==> src/rtl/uart_pkg.sv <==
// Shared UART definitions: byte/word widths, pair-assembler state encoding, default timeout
// and the byte-order helper used to build a word from two received bytes.
package uart_pkg;

   localparam int BYTE_W                 = 8;
   localparam int WORD_W                 = 16;
   localparam int DEFAULT_TIMEOUT_CYCLES = 100000;

   typedef enum logic {
      WAIT_FIRST  = 1'b0,
      WAIT_SECOND = 1'b1
   } pair_state_t;

   // lo_first=1 puts the first byte of the pair in the low half of the word.
   function automatic logic [WORD_W-1:0] pack_word(input logic              lo_first,
                                                   input logic [BYTE_W-1:0] first,
                                                   input logic [BYTE_W-1:0] second);
      return lo_first ? {second, first} : {first, second};
   endfunction

endpackage

==> src/rtl/uart_timeout_counter.sv <==
// Cycle counter with synchronous clear; 'reached' is asserted combinationally on the
// increment that hits LIMIT, and the count wraps to 0 on that same edge.
module uart_timeout_counter #(
   parameter int LIMIT = 16
) (
   input  logic clk,
   input  logic rst_n,
   input  logic clr,
   input  logic inc,
   output logic reached
);

   localparam int CNT_W = $clog2(LIMIT + 1);

   logic [CNT_W-1:0] count;

   assign reached = inc && (count == CNT_W'(LIMIT - 1));

   always_ff @(posedge clk or negedge rst_n) begin
      if (!rst_n) begin
         count <= '0;
      end else if (clr || reached) begin
         count <= '0;
      end else if (inc) begin
         count <= count + CNT_W'(1);
      end
   end

endmodule

==> src/rtl/uart_byte_pair_assembler.sv <==
// Rebuilds 16-bit words from pairs of UART RX bytes into a one-entry valid/ready holding register.
// Define UART_PAIR_TIMEOUT_EN to abandon a half-received pair after TIMEOUT_CYCLES idle cycles.
module uart_byte_pair_assembler
   import uart_pkg::*;
#(
   parameter bit LO_FIRST       = 1'b1,
   parameter int TIMEOUT_CYCLES = DEFAULT_TIMEOUT_CYCLES
) (
   input  logic              clk,
   input  logic              rst_n,
   input  logic              rx_done,
   input  logic [BYTE_W-1:0] rx_data,
   input  logic              sync_clr,
   output logic [WORD_W-1:0] dout,
   output logic              dout_valid,
   input  logic              dout_ready,
   output logic              overrun,
   output logic              pair_err,
   output pair_state_t       fsm_state
);

   pair_state_t       state, state_next;
   logic [BYTE_W-1:0] first_byte;
   logic [WORD_W-1:0] word;
   logic              load_first;
   logic              word_done;
   logic              timeout_hit;

   assign fsm_state = state;
   assign word      = pack_word(LO_FIRST, first_byte, rx_data);

`ifdef UART_PAIR_TIMEOUT_EN
   logic to_clr;
   logic to_inc;

   // Counting only happens while a pair is half-received and the line is quiet.
   assign to_clr = (state == WAIT_FIRST) || sync_clr || rx_done;
   assign to_inc = (state == WAIT_SECOND) && !rx_done && !sync_clr;

   uart_timeout_counter #(
      .LIMIT (TIMEOUT_CYCLES)
   ) u_timeout (
      .clk     (clk),
      .rst_n   (rst_n),
      .clr     (to_clr),
      .inc     (to_inc),
      .reached (timeout_hit)
   );
`else
   logic cfg_unused;

   assign timeout_hit = 1'b0;
   assign cfg_unused  = ^TIMEOUT_CYCLES;
`endif

   always_ff @(posedge clk or negedge rst_n) begin
      if (!rst_n) begin
         state <= WAIT_FIRST;
      end else begin
         state <= state_next;
      end
   end

   always_comb begin
      state_next = state;
      load_first = 1'b0;
      word_done  = 1'b0;
      if (sync_clr) begin
         state_next = WAIT_FIRST;
      end else begin
         case (state)
            WAIT_FIRST: begin
               if (rx_done) begin
                  load_first = 1'b1;
                  state_next = WAIT_SECOND;
               end
            end
            WAIT_SECOND: begin
               if (rx_done) begin
                  word_done  = 1'b1;
                  state_next = WAIT_FIRST;
               end else if (timeout_hit) begin
                  state_next = WAIT_FIRST;
               end
            end
            default: state_next = WAIT_FIRST;
         endcase
      end
   end

   always_ff @(posedge clk or negedge rst_n) begin
      if (!rst_n) begin
         first_byte <= '0;
      end else if (load_first) begin
         first_byte <= rx_data;
      end
   end

   // A completed word replaces the held one only if the old one leaves on this same edge.
   always_ff @(posedge clk or negedge rst_n) begin
      if (!rst_n) begin
         dout       <= '0;
         dout_valid <= 1'b0;
         overrun    <= 1'b0;
         pair_err   <= 1'b0;
      end else begin
         overrun  <= 1'b0;
         pair_err <= timeout_hit;
         if (word_done) begin
            if (!dout_valid || dout_ready) begin
               dout       <= word;
               dout_valid <= 1'b1;
            end else begin
               overrun <= 1'b1;
            end
         end else if (dout_valid && dout_ready) begin
            dout_valid <= 1'b0;
         end
      end
   end

endmodule

==> config.mk <==
export PLATFORM = sky130hd
export DESIGN_NAME = uart_byte_pair_assembler
export DESIGN_NICKNAME = d
export VERILOG_FILES = /design/src/rtl/uart_pkg.sv /design/src/rtl/uart_timeout_counter.sv /design/src/rtl/uart_byte_pair_assembler.sv
export SDC_FILE = /design/constraint.sdc
export NUM_CORES = 1
export LEC_CHECK = 0
export CAP_MARGIN = 5
export CORE_AREA = 3 3 54 56
export DETAILED_ROUTE_END_ITERATION = 8
export DIE_AREA = 0 0 57 59
export PLACE_DENSITY = 0.8
export SLEW_MARGIN = 20
export SYNTH_ARGS = -nofsm -noshare
export SYNTH_HDL_FRONTEND = slang
export SYNTH_HIERARCHICAL = 1
export SYNTH_SLANG_ARGS = --single-unit
==> constraint.sdc <==
create_clock -name clk -period 2 [get_ports clk]
set_clock_uncertainty 0.2 [all_clocks]
set_input_delay 0.4 -clock clk [delete_from_list [all_inputs] [get_ports clk]]
set_output_delay 0.4 -clock clk [all_outputs]
set_load 0.03 [all_outputs]
After elaboration in Yosys (flattened, before gate mapping)
Index checks and enable logic that the tools add are counted.
{ "op_classes": {"n_eq_ne": 1, "reduce_logical": 6, "n_mux": 13, "bitwise": 1} }
{ "op_table": {"columns": ["op", "count"], "rows": [
  ["1-bit 2-to-1 mux", 12],
  ["2-bit AND reduction", 2],
  ["2-bit by 1-bit inequality test with 1-bit output (second input constant)", 1],
  ["1-bit one-hot mux with 2 select lines", 1],
  ["2-bit nonzero test", 1],
  ["1-bit logical AND", 1],
  ["1-bit zero test", 1],
  ["1-bit logical OR", 1],
  ["1-bit inverter", 1]
]} }
{ "word_totals": {"out_inout_bits": 20, "wordCells": 26, "register_bits": 27, "input_bits": 13} }

Logic depth before layout (Yosys ltp)
Gate-level depths: netlist of the first run.
{ "depth": {"ltp_word": 5, "depth_mapped": 6, "depth_no_buf": 4} }

Worst setup path after synthesis of the first run
No wires, ideal clock.
{ "synth_path": {"kind": "register -> register", "from": "register state (netlist: fsm_state)", "to": "register dout[0]", "synth_period_minus_slack_ps": 1822, "n_path_buf": 2, "arrival_ps": 1497, "required_ps": 1675, "path_slack_ps": 178, "setup_time_ps": 125, "stages_incl_launch_ff": 7, "cell_sequence": "dfrtp_1 ha_1 nand2b_4 nand2b_4 buf_6 buf_12 mux2_4"} }
{ "synth_between": {"elab_chain_len": 3} }
{ "synth_lines": {"columns": ["element", "line", "source"], "rows": [
  ["start, declared", "uart_byte_pair_assembler.sv:22", "pair_state_t state, state_next;"],
  ["start signal, assigned", "uart_byte_pair_assembler.sv:60", "state <= state_next;"],
  ["1-bit 2-to-1 mux", "uart_byte_pair_assembler.sv:71", "case (state)"],
  ["1-bit 2-to-1 mux", "uart_byte_pair_assembler.sv:68", "if (sync_clr) begin"],
  ["2-bit AND reduction (no line)", null, null],
  ["end signal, assigned", "uart_byte_pair_assembler.sv:111", "dout <= word;"],
  ["end, declared", "uart_byte_pair_assembler.sv:14", "output logic [WORD_W-1:0] dout,"]
]} }
Every way passes these cells.
A chain may end at the register's enable or synchronous reset.

Worst setup path in the final report of the first run
{ "layout_path": {"from": "register overrun", "to": "output overrun"} }
{ "layout_lines": {"columns": ["element", "line", "source"], "rows": [
  ["start, declared", "uart_byte_pair_assembler.sv:17", "output logic overrun,"],
  ["start signal, assigned", "uart_byte_pair_assembler.sv:104", "overrun <= 1'b0;"],
  ["start signal, assigned", "uart_byte_pair_assembler.sv:107", "overrun <= 1'b0;"],
  ["start signal, assigned", "uart_byte_pair_assembler.sv:114", "overrun <= 1'b1;"]
]} }
No word-level cell between the ends.

==> run_results.csv, run 1 <==
group,metric,value,unit
worst_setup_path,slowest_stage,"clkdlybuf4s50_1",
global_route,grt_pass1_wl,3.084,mm
status,status,"completed",
min_path,hold_path_class,"in2async",
worst_setup_path,crit_path_start_kind,"register",
job,max-cap-violations,0,
yosys,syn_area,1112,um2
clocking,ctsLongestPathBuffers,2,
die,die_area,3363,um2
worst_setup_path,crit_buf_inv,1,
placement,hpwl,1.320,mm
timing,finalMaxSlewViolations,0,
yosys,ys_ff_latch,27,
yosys,syn_avg_cell_area,16.85,um2
global_route,antenna_found_initial,0,
final_layout,drive_above_1_share,32.00,%
die,rows,18,
die,start_util,44.90,%
global_route,grt.overflow.total,0,
yosys,yosysWarnings,6,
yosys,seq_area_frac_synth,60.74,%
yosys,netlist_instances,66,
die,die_x,57,um
timing,fin_ws,0.07869,ns
timing,timing.fmax,0.5205,GHz
pwr,netSwitchingFraction,34.70,%
final_layout,areaGrowthSynthToFinish,36.56,%
pwr,p_seq_share,44.1,%
worst_setup_path,crit_type,"reg2out",
placement,gp_congestion,0.6937,
worst_setup_path,crit_required,1.40,ns
clocking,cts_made_buffers,3,
final_layout,nets,116,
timing,setup_viol,0,
clocking,cts_tree,"done",
pwr,peakVddDrop,0.7159,mV
pwr,p_leak,0.8776,nW
final_layout,final_cell_mix,"dfrtp_1 (27), dlymetal6s2s_1 (17), mux2_2 (14)",
timing,timing.final.crit_share,96.07,%
clocking,clkSinkCount,27,
die,core_area,2477,um2
route,avgRoutedWirePerCell,14.02,um
pwr,totalPowerFinal,1.799,mW
die,ioPinCount,33,
route,num_vias,632,
pwr,p_per_area,1184,nW/um2
global_route,grt_pass1_vias,690,
timing,final_hold_viol_count,0,
worst_setup_path,cp_max_fo,1,
route,drt_iter0_markers,2,
placement,port_buffers,31,
timing,setup_tns,0,ns
pwr,p_int,1.175,mW
pwr,p_sw,624.3,uW
global_route,grt_max_degree,28,
die,die_h,59,um
clocking,clk_pin_slew,0.14,ns
clocking,insertion_delay,0.32,ns
route,dr.pass1.iters,4,
timing,period_needed,1.921,ns
clocking,htreeDepth,1,
yosys,synth_cell_types,15,
pwr,pwr-share-comb,43.3,%
clocking,ctsHoldBuffers,0,
clocking,clock-root-buffer,"clkbuf_4",
placement,dpl_worst_slack,-0.1703,ns
timing,rsz0062_at_grt,"false",
route,vias_per_cell,4.862,
worst_setup_path,crit_chain,"clkdlybuf4s50_1",
route,drcViolationCount,0,
global_route,grtUsageTotal,12.10,%
route,wl,1.822,mm
final_layout,layout_commonest_cell,"dfrtp_1",
pwr,clkPwrFrac,12.6,%
worst_setup_path,end_kind,"output port",
yosys,syn_nets,81,
final_layout,num_antenna_cells,0,
worst_setup_path,critPathTopFamily,"buffers and inverters",
route,detail-route-antenna-nets,0,
worst_setup_path,cp_data_arrival_time,1.32,ns
worst_setup_path,max_stage_delay,0.66,ns
state kept, by name, indices dropped and copies added (netlist names):
signal      flops
first_byte      8
dout           16
overrun         1
dout_valid      1
fsm_state       1
logic make-up (layout without fill, tap and decap cells):
group | after synthesis | after routing | share of synthesized area [%]
adders and majority gates | 2 | 2 | 2.249
buffers and inverters | 5 | 39 | 4.274
DFF | 27 | 27 | 60.74
muxes | 24 | 24 | 27.67
other | 1 | 1 | 0.3371
and+or+nand+nor | 7 | 7 | 4.725
area by class of cell:
type	instances	area, um2
Clock buffer	4	26.28
Tap cell	30	37.54
Inverter	1	3.754
Timing Repair Buffer	34	386.6
Multi-Input combinational cell	34	389.1
Sequential cell	27	675.6
Fill cell	212	958.4
per-layer routing:
layer | wire, um | share of wire [%] | global-route usage, %
met5 | 0 | 0 | 0
met1 | 823 | 45 | 15.59
met4 | 35 | 1.9 | 4.967
met3 | 144 | 7.9 | 3.268
met2 | 819 | 45 | 19.41
Yosys cell counts:
| master | number | area share (%) |
|---|---|---|
| dfrtp_1 | 27 | 61 |
| mux2_2 | 14 | 14 |
| mux2_4 | 10 | 13 |
| ha_1 | 2 | 2.2 |
| nand2b_4 | 2 | 2.5 |
| nor2_1 | 2 | 0.68 |
| and2b_1 | 1 | 0.68 |
| buf_12 | 1 | 1.8 |
| buf_2 | 1 | 0.45 |
| buf_4 | 1 | 0.68 |
| buf_6 | 1 | 1.0 |
| conb_1 | 1 | 0.34 |
| inv_1 | 1 | 0.34 |
| nand2_1 | 1 | 0.34 |
| nand2b_1 | 1 | 0.56 |
worst paths after layout:
check,depth (start not counted),startpoint,to,slack [ns]
setup / recovery,1,overrun,overrun,0.08
hold / removal,2,rst_n,dout[11],0.23
setup reg to reg,4,fsm_state,dout[7],0.30
hold reg to reg,1,first_byte[7],first_byte[7],0.32
max in group asynchronous,2,rst_n,dout[13],1.12
min in group clk,1,first_byte[7],first_byte[7],0.32
stage by stage:
stage / std cells / cell area [um2] / hold slack (ns) / utilization, %
2_1_floorplan: 66 / 1112 / -0.09559 / -
3_3_place_gp: 126 / 1451 / 0.2833 / 58.59
4_1_cts: 130 / 1476 / 0.2332 / 59.60
6_report: 130 / 1519 / 0.2265 / 61.31
5_1_grt: 130 / 1519 / 0.2475 / 61.31
3_5_place_dp: 126 / 1451 / 0.2947 / 58.59
power groups by stage:
stage | registers, mW | clock network (mW) | logic [mW]
5_1_grt | 0.820 | 0.263 | 0.814
3_3_place_gp | 0.803 | 0 | 0.796
2_1_floorplan | 1.06 | 0 | 0.215
4_1_cts | 0.802 | 0.237 | 0.808
6_report | 0.793 | 0.227 | 0.779
3_5_place_dp | 0.810 | 0 | 0.809
timing repair:
item,CTS,global route
resized for setup,1,17
endpoints found under the setup margin,1,17
buffers inserted,0,0
Power figures use the tool's default switching activity.
==> run 2: changes to the inputs <==
--- a/config.mk
+++ b/config.mk
@@ -6,10 +6,10 @@
 export NUM_CORES = 1
 export LEC_CHECK = 0
 export CAP_MARGIN = 5
-export CORE_AREA = 3 3 54 56
+export CORE_AREA = 3 3 45 67
 export DETAILED_ROUTE_END_ITERATION = 8
-export DIE_AREA = 0 0 57 59
-export PLACE_DENSITY = 0.8
+export DIE_AREA = 0 0 48 70
+export PLACE_DENSITY = 0.79
 export SLEW_MARGIN = 20
 export SYNTH_ARGS = -nofsm -noshare
 export SYNTH_HDL_FRONTEND = slang
==> run_results.csv, run 2 (synthesized netlist as in run 1, its figures left out) <==
group,metric,value,unit
clocking,post_cts_buffers,0,
route,vias_per_cell,5.113,
clocking,clock-root-buffer,"clkbuf_4",
final_layout,num_antenna_cells,0,
pwr,peakVddDrop,0.4202,mV
pwr,p_seq_share,44.0,%
worst_setup_path,crit_type,"in2reg",
worst_setup_path,cp_common_cell,"nand2b_4",
global_route,grt_pass1_wl,3.167,mm
worst_setup_path,r2r_cells,4,
clocking,cts_made_buffers,3,
die,core_area,2477,um2
die,die_area,3360,um2
route,num_vias,634,
final_layout,top_regs,"dout: 16 flops, first_byte: 8 flops",
worst_setup_path,slowest_stage,"clkdlybuf4s50_1",
timing,rsz0062_at_grt,"false",
final_layout,nets,116,
final_layout,layout_commonest_cell,"dfrtp_1",
pwr,p_int,1.163,mW
timing,fin_ws,0.2087,ns
die,die_h,70,um
worst_setup_path,cp_max_fo,16,
final_layout,drive_above_1_share,33.00,%
pwr,p_leak,0.8810,nW
die,die_x,48,um
route,drt_iter0_markers,8,
clocking,ctsLongestPathBuffers,2,
final_layout,filler_cell_count,203,
clocking,cts-resized-gates,3,
final_layout,final_cell_mix,"dfrtp_1 (27), dlymetal6s2s_1 (16), mux2_2 (14)",
global_route,grt.overflow.total,0,
worst_setup_path,crit_path_start_kind,"primary input",
timing,timing.final.crit_share,89.57,%
worst_setup_path,cp_data_arrival_time,1.81,ns
timing,finalMaxSlewViolations,0,
pwr,netSwitchingFraction,35.24,%
final_layout,areaGrowthSynthToFinish,35.55,%
placement,hpwl,1.425,mm
worst_setup_path,max_stage_delay,0.43,ns
worst_setup_path,worstSetupStartpoint,"rx_done",
die,start_util,44.90,%
status,status,"completed",
route,wl,1.931,mm
final_layout,utilization,60.86,%
worst_setup_path,end_kind,"register",
timing,timing.fmax,0.5582,GHz
global_route,grt_pass1_vias,687,
job,max-cap-violations,0,
clocking,insertion_delay,0.32,ns
final_layout,largest-register,"dout",
pwr,pwr-share-comb,43.3,%
worst_setup_path,worstReg2RegStart,"fsm_state",
clocking,ctsHoldBuffers,0,
route,dr.pass1.iters,3,
die,ioPinCount,33,
placement,dpl_worst_slack,-0.1543,ns
die,rows,22,
pwr,clkPwrFrac,12.7,%
global_route,grt_max_degree,28,
worst_setup_path,crit_chain,"clkdlybuf4s50_1 -> ha_1 -> nand2b_4 -> nand2b_4 -> mux2_2",
worst_setup_path,crit_required,2.02,ns
placement,port_buffers,31,
global_route,antenna_found_initial,0,
route,detail-route-antenna-nets,0,
timing,hold-worst-slack,0.2305,ns
route,drcViolationCount,0,
clocking,cts_tree,"done",
final_layout,largest_register_ffs,16,
placement,gp_congestion,0.6020,
clocking,htreeDepth,1,
clocking,clk_pin_slew,0.14,ns
global_route,grtUsageTotal,13.04,%
route,avgRoutedWirePerCell,15.57,um
clocking,clkSinkCount,27,
timing,final_hold_viol_count,0,
timing,period_needed,1.791,ns
pwr,p_sw,632.7,uW
pwr,p_per_area,1191,nW/um2
min_path,hold_path_class,"in2async",
timing,setup_viol,0,
==> run 2: cell types whose count changed in the layout (fill, tap and decap cells not counted), sizes merged <==
cell / previous run / this run
clkbuf: 4 / 3
clkdlybuf4s50: 13 / 12
dlygate4sd2: 1 / 3
dlymetal6s2s: 17 / 16
clkinv: 0 / 1
==> run 2: critical path: cells and delay by family <==
family	cells	cell delay, ns
adder cells (fa/ha/maj)	1	0.24
AND/OR/NAND/NOR	2	0.36
multiplexers	1	0.38
buffers and inverters	1	0.43
==> run 2: path summary, 6_finish.rpt <==
| check | to | slack [ns] |
|---|---|---|
| max | dout[8] | 0.21 |
| min | dout[9] | 0.23 |
| max reg2reg | dout[8] | 0.31 |
| min reg2reg | first_byte[4] | 0.32 |
| max in group asynchronous | dout[10] | 1.12 |
| min in group clk | first_byte[4] | 0.32 |
==> run 2: metrics by stage <==
stage,TNS (ns),instances,power (mW),instance area (um2)
4_1_cts,0,124,1.843,1468
2_1_floorplan,0,66,1.274,1112
6_report,0,124,1.795,1508
3_3_place_gp,-1.447,120,1.596,1444
5_1_grt,0,124,1.893,1508
3_5_place_dp,-1.873,120,1.627,1444
==> run 2: power by group through the flow <==
stage / Clock [mW] / Sequential [mW] / Combinational [mW]
after detailed placement: 0 / 0.811 / 0.816
after floorplan: 0 / 1.06 / 0.215
final: 0.227 / 0.791 / 0.777
after global routing: 0.264 / 0.814 / 0.815
after CTS: 0.241 / 0.798 / 0.803
after global placement: 0 / 0.799 / 0.797
==> run 2: final cells by class <==
class                           instances  area (um2)  share of cell area (%)
Clock inverter                          1       5.005                  0.3319
Tap cell                               24       30.03                   1.992
Sequential cell                        27       675.6                   44.81
Inverter                                1       3.754                  0.2490
Clock buffer                            3       22.52                   1.494
Multi-Input combinational cell         34       389.1                   25.81
Timing Repair Buffer                   34       381.6                   25.31
==> run 2: routing by layer <==
layer	global-route usage (%)	part of all wire [%]	vias up
met4	8.084	1.7	0
met5	0	0	-
met1	16.20	42	320
met3	1.546	5.8	4
met2	20.18	51	22
li1	-	-	288
